**config.mk**
```make
export PLATFORM = sky130hd
export DESIGN_NAME = adder_rr_arbiter
export DESIGN_NICKNAME = d
export VERILOG_FILES = /design/src/rtl/adder_arb_pkg.sv /design/src/rtl/Ripple_Carry_Adder.sv /design/src/rtl/rr_pick.sv /design/src/rtl/adder_rr_arbiter.sv
export SDC_FILE = /design/constraint.sdc
export NUM_CORES = 1
export LEC_CHECK = 0
export ABC_AREA = 1
export CAP_MARGIN = 20
export CORE_MARGIN = 2
export CORE_UTILIZATION = 42
export CTS_CLUSTER_SIZE = 40
export DETAILED_ROUTE_END_ITERATION = 10
export PLACE_DENSITY = 0.81
export SLEW_MARGIN = 25
export SYNTH_ARGS = -nofsm -noshare
export SYNTH_HDL_FRONTEND = slang
export SYNTH_HIERARCHICAL = 1
export SYNTH_SLANG_ARGS = --single-unit
```
**constraint.sdc**
```tcl
create_clock -name clk -period 3.2 [get_ports clk]
set_input_delay 0.64 -clock clk [delete_from_list [all_inputs] [get_ports clk]]
set_output_delay 0.64 -clock clk [all_outputs]
set_load 0.01 [all_outputs]
```
**src/rtl/adder_arb_pkg.sv**
```systemverilog
// ============================================================================
// Module   : adder_arb_pkg
// Purpose  : Shared types and constants for the round-robin adder arbiter.
// Revision : 1.0
// ============================================================================
`default_nettype none

package adder_arb_pkg;

    localparam int NIB = 4;

    typedef enum logic [0:0] {
        IDLE = 1'b0,
        BUSY = 1'b1
    } state_t;

    function automatic int clog2_int(input int value);
        int r;
        r = 0;
        while ((1 << r) < value) begin
            r = r + 1;
        end
        return r;
    endfunction

endpackage

`default_nettype wire

```
**src/rtl/Ripple_Carry_Adder.sv**
```systemverilog
// ============================================================================
// Module   : Ripple_Carry_Adder
// Purpose  : Plain ripple-carry adder built from one full-adder cell per bit.
// Revision : 1.0
// ============================================================================
`default_nettype none

module Ripple_Carry_Adder #(
    parameter int WIDTH = 4
) (
    input  logic [WIDTH-1:0] a,
    input  logic [WIDTH-1:0] b,
    input  logic             cin,
    output logic [WIDTH-1:0] sum,
    output logic             cout
);

    logic [WIDTH:0] w_carry;

    assign w_carry[0] = cin;

    generate
        for (genvar g = 0; g < WIDTH; g++) begin : g_bit
            assign sum[g]       = a[g] ^ b[g] ^ w_carry[g];
            assign w_carry[g+1] = (a[g] & b[g]) | (w_carry[g] & (a[g] ^ b[g]));
        end
    endgenerate

    assign cout = w_carry[WIDTH];

endmodule

`default_nettype wire

```
**src/rtl/rr_pick.sv**
```systemverilog
// ============================================================================
// Module   : rr_pick
// Purpose  : Combinational round-robin pick: first set request at or above
//            rr_ptr, wrapping modulo NREQ.
// Revision : 1.0
// ============================================================================
`default_nettype none

module rr_pick #(
    parameter int NREQ = 4,
    parameter int IDW  = 2
) (
    input  logic [NREQ-1:0] req,
    input  logic [IDW-1:0]  rr_ptr,
    output logic            found,
    output logic [IDW-1:0]  index
);

    logic [2*NREQ-1:0] w_dbl;
    logic [NREQ-1:0]   w_rot;
    logic [IDW-1:0]    w_off;
    logic [IDW:0]      w_sum;

    // Rotating a doubled copy puts rr_ptr at bit 0, so the lowest set bit wins.
    assign w_dbl = {req, req} >> rr_ptr;
    assign w_rot = w_dbl[NREQ-1:0];

    always_comb begin
        w_off = '0;
        for (int k = NREQ - 1; k >= 0; k--) begin
            if (w_rot[k]) begin
                w_off = IDW'(k);
            end
        end
    end

    assign w_sum = {1'b0, rr_ptr} + {1'b0, w_off};
    assign found = |req;
    assign index = (w_sum >= (IDW+1)'(NREQ)) ? IDW'(w_sum - (IDW+1)'(NREQ))
                                             : w_sum[IDW-1:0];

endmodule

`default_nettype wire

```
**src/rtl/adder_rr_arbiter.sv**
```systemverilog
// ============================================================================
// Module   : adder_rr_arbiter
// Purpose  : Round-robin sharing of one 4-bit ripple adder between NREQ
//            multi-beat requesters. Optional macro ADDER_ARB_OVF_EN adds res_ovf.
// Revision : 1.0
// ============================================================================
`default_nettype none

module adder_rr_arbiter
    import adder_arb_pkg::*;
#(
    parameter int NREQ = 4,
    parameter int IDW  = 2
) (
    input  logic                clk,
    input  logic                rst,
    input  logic [NREQ-1:0]     req,
    input  logic [NIB*NREQ-1:0] req_a,
    input  logic [NIB*NREQ-1:0] req_b,
    input  logic [NREQ-1:0]     req_cin,
    input  logic [NREQ-1:0]     req_last,
    output logic [NREQ-1:0]     req_ready,
    output logic                res_valid,
    input  logic                res_ready,
    output logic [NIB-1:0]      res_sum,
    output logic                res_cout,
    output logic [IDW-1:0]      res_id,
    output logic                res_last
`ifdef ADDER_ARB_OVF_EN
   ,output logic                res_ovf
`endif
);

    localparam int IDW_MIN = clog2_int(NREQ);

    generate
        if (IDW < IDW_MIN || NREQ < 2 || NREQ > 8) begin : g_bad_cfg
            $error("adder_rr_arbiter: NREQ must be 2..8 and 2**IDW >= NREQ");
        end
    endgenerate

    state_t          r_state;
    state_t          w_state_next;
    logic [IDW-1:0]  r_rr_ptr;
    logic [IDW-1:0]  r_owner;
    logic            r_carry;
    logic            r_first;
    logic            w_pick_found;
    logic [IDW-1:0]  w_pick_idx;
    logic [IDW-1:0]  w_next_ptr;
    logic            w_accept;
    logic [NIB-1:0]  w_a;
    logic [NIB-1:0]  w_b;
    logic            w_cin;
    logic [NIB-1:0]  w_sum;
    logic            w_cout;

    rr_pick #(
        .NREQ   (NREQ),
        .IDW    (IDW)
    ) u_rr_pick (
        .req    (req),
        .rr_ptr (r_rr_ptr),
        .found  (w_pick_found),
        .index  (w_pick_idx)
    );

    // A beat moves only when the output register is empty or being drained.
    assign w_accept  = (r_state == BUSY) && req[r_owner] && (!res_valid || res_ready);
    assign req_ready = w_accept ? (NREQ'(1) << r_owner) : '0;

    assign w_a   = req_a[r_owner*NIB +: NIB];
    assign w_b   = req_b[r_owner*NIB +: NIB];
    assign w_cin = r_first ? req_cin[r_owner] : r_carry;

    assign w_next_ptr = (r_owner == IDW'(NREQ - 1)) ? '0 : r_owner + 1'b1;

    Ripple_Carry_Adder #(
        .WIDTH (NIB)
    ) u_adder (
        .a     (w_a),
        .b     (w_b),
        .cin   (w_cin),
        .sum   (w_sum),
        .cout  (w_cout)
    );

    always_ff @(posedge clk or posedge rst) begin
        if (rst) begin
            r_state <= IDLE;
        end else begin
            r_state <= w_state_next;
        end
    end

    always_comb begin
        w_state_next = r_state;
        case (r_state)
            IDLE:    if (w_pick_found) w_state_next = BUSY;
            BUSY:    if (w_accept && req_last[r_owner]) w_state_next = IDLE;
            default: w_state_next = IDLE;
        endcase
    end

    always_ff @(posedge clk or posedge rst) begin
        if (rst) begin
            r_rr_ptr  <= '0;
            r_owner   <= '0;
            r_carry   <= 1'b0;
            r_first   <= 1'b1;
            res_valid <= 1'b0;
            res_sum   <= '0;
            res_cout  <= 1'b0;
            res_id    <= '0;
            res_last  <= 1'b0;
        end else begin
            if (r_state == IDLE && w_pick_found) begin
                r_owner <= w_pick_idx;
            end
            if (w_accept) begin
                r_carry   <= w_cout;
                r_first   <= req_last[r_owner];
                res_valid <= 1'b1;
                res_sum   <= w_sum;
                res_cout  <= w_cout;
                res_id    <= r_owner;
                res_last  <= req_last[r_owner];
                if (req_last[r_owner]) begin
                    r_rr_ptr <= w_next_ptr;
                end
            end else if (res_ready) begin
                res_valid <= 1'b0;
            end
        end
    end

`ifdef ADDER_ARB_OVF_EN
    always_ff @(posedge clk or posedge rst) begin
        if (rst) begin
            res_ovf <= 1'b0;
        end else if (w_accept) begin
            res_ovf <= req_last[r_owner] && (w_a[NIB-1] == w_b[NIB-1]) &&
                       (w_sum[NIB-1] != w_a[NIB-1]);
        end
    end
`endif

endmodule

`default_nettype wire

```
# --- Word level (Yosys, flattened, before mapping) ---
# Cells that the tools add are included.
word_totals:
  latch_bits: 0
  ramBits: 0
  elab_cells: 68
  mem_count: 0
  output_inout_bits: 13
  mem_bits_ro: 0
  ff_bits: 15
op_classes:
  n_div: 0
  eq_ne: 1
  magnitude_cmp: 2
  n_addsub: 3
  reduce_logical: 9
  n_mux: 19
  shifts: 4
  n_bitwise: 21
  mul: 0
op_table:
  columns: ["operator", "count"]
  rows:
  - ["$shiftx A16 B5 Y4", 2]
  - ["$mux W2", 6]
  - ["$and A1 B1 Y1", 8]
  - ["$mux W1", 8]
  - ["$shr A8 B2 Y4", 1]
  - ["$xor A1 B1 Y1", 8]
  - ["$bmux W1 S2", 3]
  - ["$logic_and A1 B1 Y1", 4]
  - ["$mux W4", 1]
  - ["$or A1 B1 Y1", 4]
  - ["$reduce_or A4 Y1", 1]
  - ["$shl A1 B2 Y4 const A", 1]
  - ["$add A2 B2 Y3", 1]
  - ["$ge A3 B3 Y1 const B", 1]
  - ["$lt A2 B3 Y1 const B", 1]
  - ["$add A2 B1 Y2 const B", 1]
  - ["$eq A2 B2 Y1 const B", 1]
  - ["$pmux W1 S2", 1]
  - ["$reduce_and A2 Y1", 1]
  - ["$reduce_bool A2 Y1", 1]
  - ["$sub A2 B1 Y2 const B", 1]
  - ["$logic_not A1 Y1", 1]
  - ["$logic_or A1 B1 Y1", 1]
  - ["$not A1 Y1", 1]

# --- Logic depth before layout (Yosys ltp) ---
# Gate-level depths: netlist of run 1.
depth:
  word_depth: 11
  mapped_depth: 16
  mapped_depth_nobuf: 15

# --- Hierarchy ---
# Netlist of run 1, hierarchy kept.
modules_own_cells:
  columns: ["mod", "area_per_inst_um2", "cells_each", "seq_area_each_um2", "n_inst"]
  rows:
  - ["adder_rr_arbiter", 1044.8, 152, 376.6, 1]
  - ["rr_pick", 167.7, 35, 0.0, 1]
  - ["Ripple_Carry_Adder", 117.6, 14, 0.0, 1]

# --- Least setup slack after synthesis of run 1 ---
# Ideal clock, no wire load.
synth_timing:
  kind: "reg-to-reg"
  startpoint: "register r_owner[0]"
  endpoint: "register res_sum[3]"
  stages_incl_launch_ff: 15
  period_less_slack_ns: 2.699
  arrival_ns: 2.625
  setup_ns: 0.074
  slack_ns: 0.501
  cell_sequence: "dfrtp_1 -> buf_2 -> buf_4 -> nor2_1 -> o22ai_1 -> fa_1 -> inv_1 -> fa_1 -> inv_1 -> fa_1 -> inv_1 -> fa_1 -> inv_1 -> inv_1 -> o21ai_2"
synth_rtl:
  columns: ["element", "line_no", "text"]
  rows:
  - ["from (decl)", "adder_rr_arbiter.sv:45", "logic [IDW-1:0] r_owner;"]
  - ["from (signal assigned)", "adder_rr_arbiter.sv:118", "r_owner <= w_pick_idx;"]
  - ["$shiftx A16 B5 Y4 (*)", "adder_rr_arbiter.sv:72", "assign w_a = req_a[r_owner*NIB +: NIB];"]
  - ["net w_a[0]", "adder_rr_arbiter.sv:52", "logic [NIB-1:0] w_a;"]
  - ["$xor A1 B1 Y1", "Ripple_Carry_Adder.sv:25", "assign w_carry[g+1] = (a[g] & b[g]) | (w_carry[g] & (a[g] ^ b[g]));"]
  - ["$and A1 B1 Y1", "Ripple_Carry_Adder.sv:25", null]
  - ["$or A1 B1 Y1 (*)", "Ripple_Carry_Adder.sv:25", null]
  - ["$and A1 B1 Y1 (*)", "Ripple_Carry_Adder.sv:25", null]
  - ["$or A1 B1 Y1 (*)", "Ripple_Carry_Adder.sv:25", null]
  - ["$and A1 B1 Y1 (*)", "Ripple_Carry_Adder.sv:25", null]
  - ["$or A1 B1 Y1 (*)", "Ripple_Carry_Adder.sv:25", null]
  - ["$xor A1 B1 Y1 (*)", "Ripple_Carry_Adder.sv:24", "assign sum[g] = a[g] ^ b[g] ^ w_carry[g];"]
  - ["net w_sum[3]", "adder_rr_arbiter.sv:55", "logic [NIB-1:0] w_sum;"]
  - ["to (signal assigned)", "adder_rr_arbiter.sv:124", "res_sum <= w_sum;"]
  - ["to (decl)", "adder_rr_arbiter.sv:25", "output logic [NIB-1:0] res_sum,"]
# Mark *: on every way through the listed nets, which the timed path passes. The rest lies on a longest branch. The select of a mux whose other input is x is not followed.
# A chain may end at the register's enable or synchronous reset.

# --- Final worst setup path of run 1 ---
layout_timing:
  startpoint: "input port req[0]"
  endpoint: "output port req_ready[2]"
layout_between:
  elab_chain_cells: 5
layout_lines:
  columns: ["element", "line_no", "text"]
  rows:
  - ["from (decl)", "adder_rr_arbiter.sv:17", "input logic [NREQ-1:0] req,"]
  - ["$bmux W1 S2", "adder_rr_arbiter.sv:69", "assign w_accept = (r_state == BUSY) && req[r_owner] && (!res_valid || res_ready);"]
  - ["$mux W1 (not written as such)", "adder_rr_arbiter.sv:69", null]
  - ["$logic_and A1 B1 Y1 (2 in a row)", "adder_rr_arbiter.sv:69", null]
  - ["$mux W4", "adder_rr_arbiter.sv:70", "assign req_ready = w_accept ? (NREQ'(1) << r_owner) : '0;"]
  - ["to (decl)", "adder_rr_arbiter.sv:22", "output logic [NREQ-1:0] req_ready,"]
# No other way between the ends. The select of a mux whose other input is x is not followed.

==> impl_metrics.yaml, run 1 <==
synth:
  synth-seq-area-share_pct: 28.3
  ys_warn_count: 6
  syn_area_per_cell_um2: 6.62
  netlist_area_um2: 1330
  syn_inst: 201
  syn_nets: 257
  yosysUniqueCellTypes: 24
  ys_ff_latch: 15
route:
  wl_met1_um: 1560
  post-route-drc-count: 0
  dr_total_vias: 1480
  ant_nets: 0
  top_layer_used: "met4"
  route.met2.wl_um: 1620
  wl_per_cell_um: 11.2
  dr_wl_met3_um: 161
  firstDrtPassIters: 4
  wl_um: 3420
  vias_per_cell: 4.84
  drtIter0Drc: 42
critical_path:
  worst_ep_required_time_ns: 2.56
  crit_type: "input port to output port"
  path_buf_inv: 3
  worstSetupEndpointType: "output port"
  cpPeakStageDelay_ns: 0.55
  cp_top_family: "buffers and inverters"
  crit_path_top_delay_cell: "clkdlybuf4s50_1"
  cp.arrival_ns: 2.33
  cp-start-kind: "input port"
  crit_fanout: 8
  path_cells: "clkdlybuf4s50_1 -> inv_1 -> nand2_1 -> nand3_1 -> nand2_1 -> nand3_2 -> nor2_1 -> clkdlybuf4s50_1"
power:
  p_total_uw: 1880
  vdd_ir_drop_max_v: 0.000417
  power.density_nw_per_um2: 941
  leakagePower_uw: 0.000988
global_route:
  grt_pass1_vias: 1361
  grt.overflow.total: 0
  grt_max_degree: 20
  grt_pass1_wl_um: 5710
  antenna_found_initial: 0
  grtUsageTotal_pct: 20.9
clock_network:
  cts_hold_buf: 0
  clk_latency_ns: 0.29
  cts.sinks: 15
  cts_setup_buffers: 0
  path_clk_slew_ns: 0.09
  cts_root_buf: "clkbuf_4"
  cts_tree: "done"
  cts_max_level: 1
  clk_path_buf_depth: 2
  cts.repair.resized: 0
  cts_made_buffers: 3
finish:
  final_cell_mix: "clkdlybuf4s50_1, nand2_1, inv_1"
  nets: 319
  drive_gt1_share_pct: 8.78
  diodes: 0
  area_delta_synth_final_pct: 50.0
  final_cells: 306
  layout_commonest_cell: "clkdlybuf4s50_1"
die:
  rows: 20
  die_area_um2: 3630
  core_um2: 3030
  start_util_pct: 43.9
  die-height_um: 60.3
  ios: 60
  die_w_um: 60.3
sta:
  slew_violations: 0
  hold_viol: 0
  fin_crit_ns: 2.97
  fin_crit_sh_pct: 92.7
  slew_headroom_pct: 61.1
  tightestPinTransition_ns: 0.583
  finalSetupViolCount: 0
  rsz0062_at_grt: "no"
  max_freq_mhz: 337
  setup_ws_ns: 0.235
  setup_tns_ns: 0
  fin_hold_ws_ns: 0.487
  finClkSkew_ns: 0.00156
place:
  place_inst: 302
  post-place-ws_ns: -0.0583
  port_buffers: 59
  dp_hpwl_um: 2780
  place_congestion: 0.851
run:
  drv_cap: 0
run_status:
  outcome: "finished clean"
hold_path:
  min_path_type: "register to register"
==> cell usage after synthesis <==
master	n	area, µm²
a21boi_1	1	7.51
a21oi_1	2	10.0
a21oi_2	1	8.76
buf_2	2	10.0
buf_4	1	7.51
buf_6	2	22.5
clkbuf_1	3	11.3
dfrtp_1	14	350
dfstp_2	1	26.3
fa_1	4	80.1
ha_1	5	62.6
inv_1	33	124
inv_2	4	15.0
nand2_1	48	180
nand2_2	1	6.26
nand3_1	14	70.1
nand3_2	1	10.0
nand4_1	1	6.26
nor2_1	27	101
o21ai_0	19	95.1
o21ai_2	6	52.6
o22ai_1	9	56.3
or4_1	1	7.51
xor2_1	1	8.76
==> worst register-to-register path, delay by kind of cell, from the launching register on <==
family          cells  cell delay [ns]
buf+inv             6             0.48
simple gates        1             0.06
flops               1             0.46
fa+ha+maj           4             1.27
compound gates      4             0.50
==> power by group <==
| part | switching, µW | internal, µW |
|---|---|---|
| combinational | 799 | 594 |
| clock | 65.6 | 48.5 |
| sequential | 77.3 | 292 |
| total | 942 | 935 |
==> cell families (layout without fill, tap and decap cells) <==
logic type                 after synthesis  after routing  synth area share [%]
xor gates and xnor gates                 1              1                 0.659
AOI/OAI and AO/OA                       38             38                  17.3
adders and majority gates                9              9                  10.7
DFF                                     15             15                  28.3
and+or+nand+nor                         93             93                  28.7
buffers and inverters                   45            106                  14.3
==> registers in the layout, summed over array words and instances (netlist names) <==
name and cells:
res_sum 4, r_owner 2, r_rr_ptr 2, res_id 2, r_first 1, r_state 1
res_cout 1, res_last 1, res_valid 1
==> final timing paths <==
check,startpoint,end,slack (ns),cells past startpoint
max,req[0],req_ready[2],0.23,8
min,res_id[0],res_id[0],0.49,2
max reg2reg,r_owner[0],res_sum[3],0.35,15
min reg2reg,res_id[0],res_id[0],0.49,2
max in group asynchronous,rst,res_sum[3],2.12,2
min in group asynchronous,rst,res_id[1],0.71,2
==> routing by layer <==
| layer | track usage [%] | up-vias |
|---|---|---|
| li1 | - | 751 |
| met1 | 28.8 | 671 |
| met2 | 34.0 | 51 |
| met3 | 0.866 | 7 |
| met4 | 8.89 | 0 |
| met5 | 0 | - |
==> metrics by stage <==
| stage | util, % | cell area (µm²) |
|---|---|---|
| after floorplan | - | 1330 |
| after global placement | 65.0 | 1970 |
| after CTS | 65.9 | 2000 |
| after global routing | 65.9 | 2000 |
| after detailed placement | 65.0 | 1970 |
| final | 65.9 | 2000 |
==> final cells by class <==
| type | instances | area, µm² |
|---|---|---|
| Clock buffer | 4 | 26.3 |
| Fill cell | 266 | 1030 |
| Inverter | 37 | 139 |
| Multi-Input combinational cell | 141 | 763 |
| Sequential cell | 15 | 377 |
| Tap cell | 44 | 55.1 |
| Timing Repair Buffer | 65 | 636 |
No activity file was read; power rests on OpenSTA's default activity.
==> inputs of run 2 (changes only) <==
--- a/config.mk
+++ b/config.mk
@@ -6,7 +6,6 @@
 export NUM_CORES = 1
 export LEC_CHECK = 0
 export ABC_AREA = 1
-export CAP_MARGIN = 20
 export CORE_MARGIN = 2
 export CORE_UTILIZATION = 42
 export CTS_CLUSTER_SIZE = 40
==> results of run 2 <==
Same layout as run 1: the final DEF is identical, and so are final timing and power.
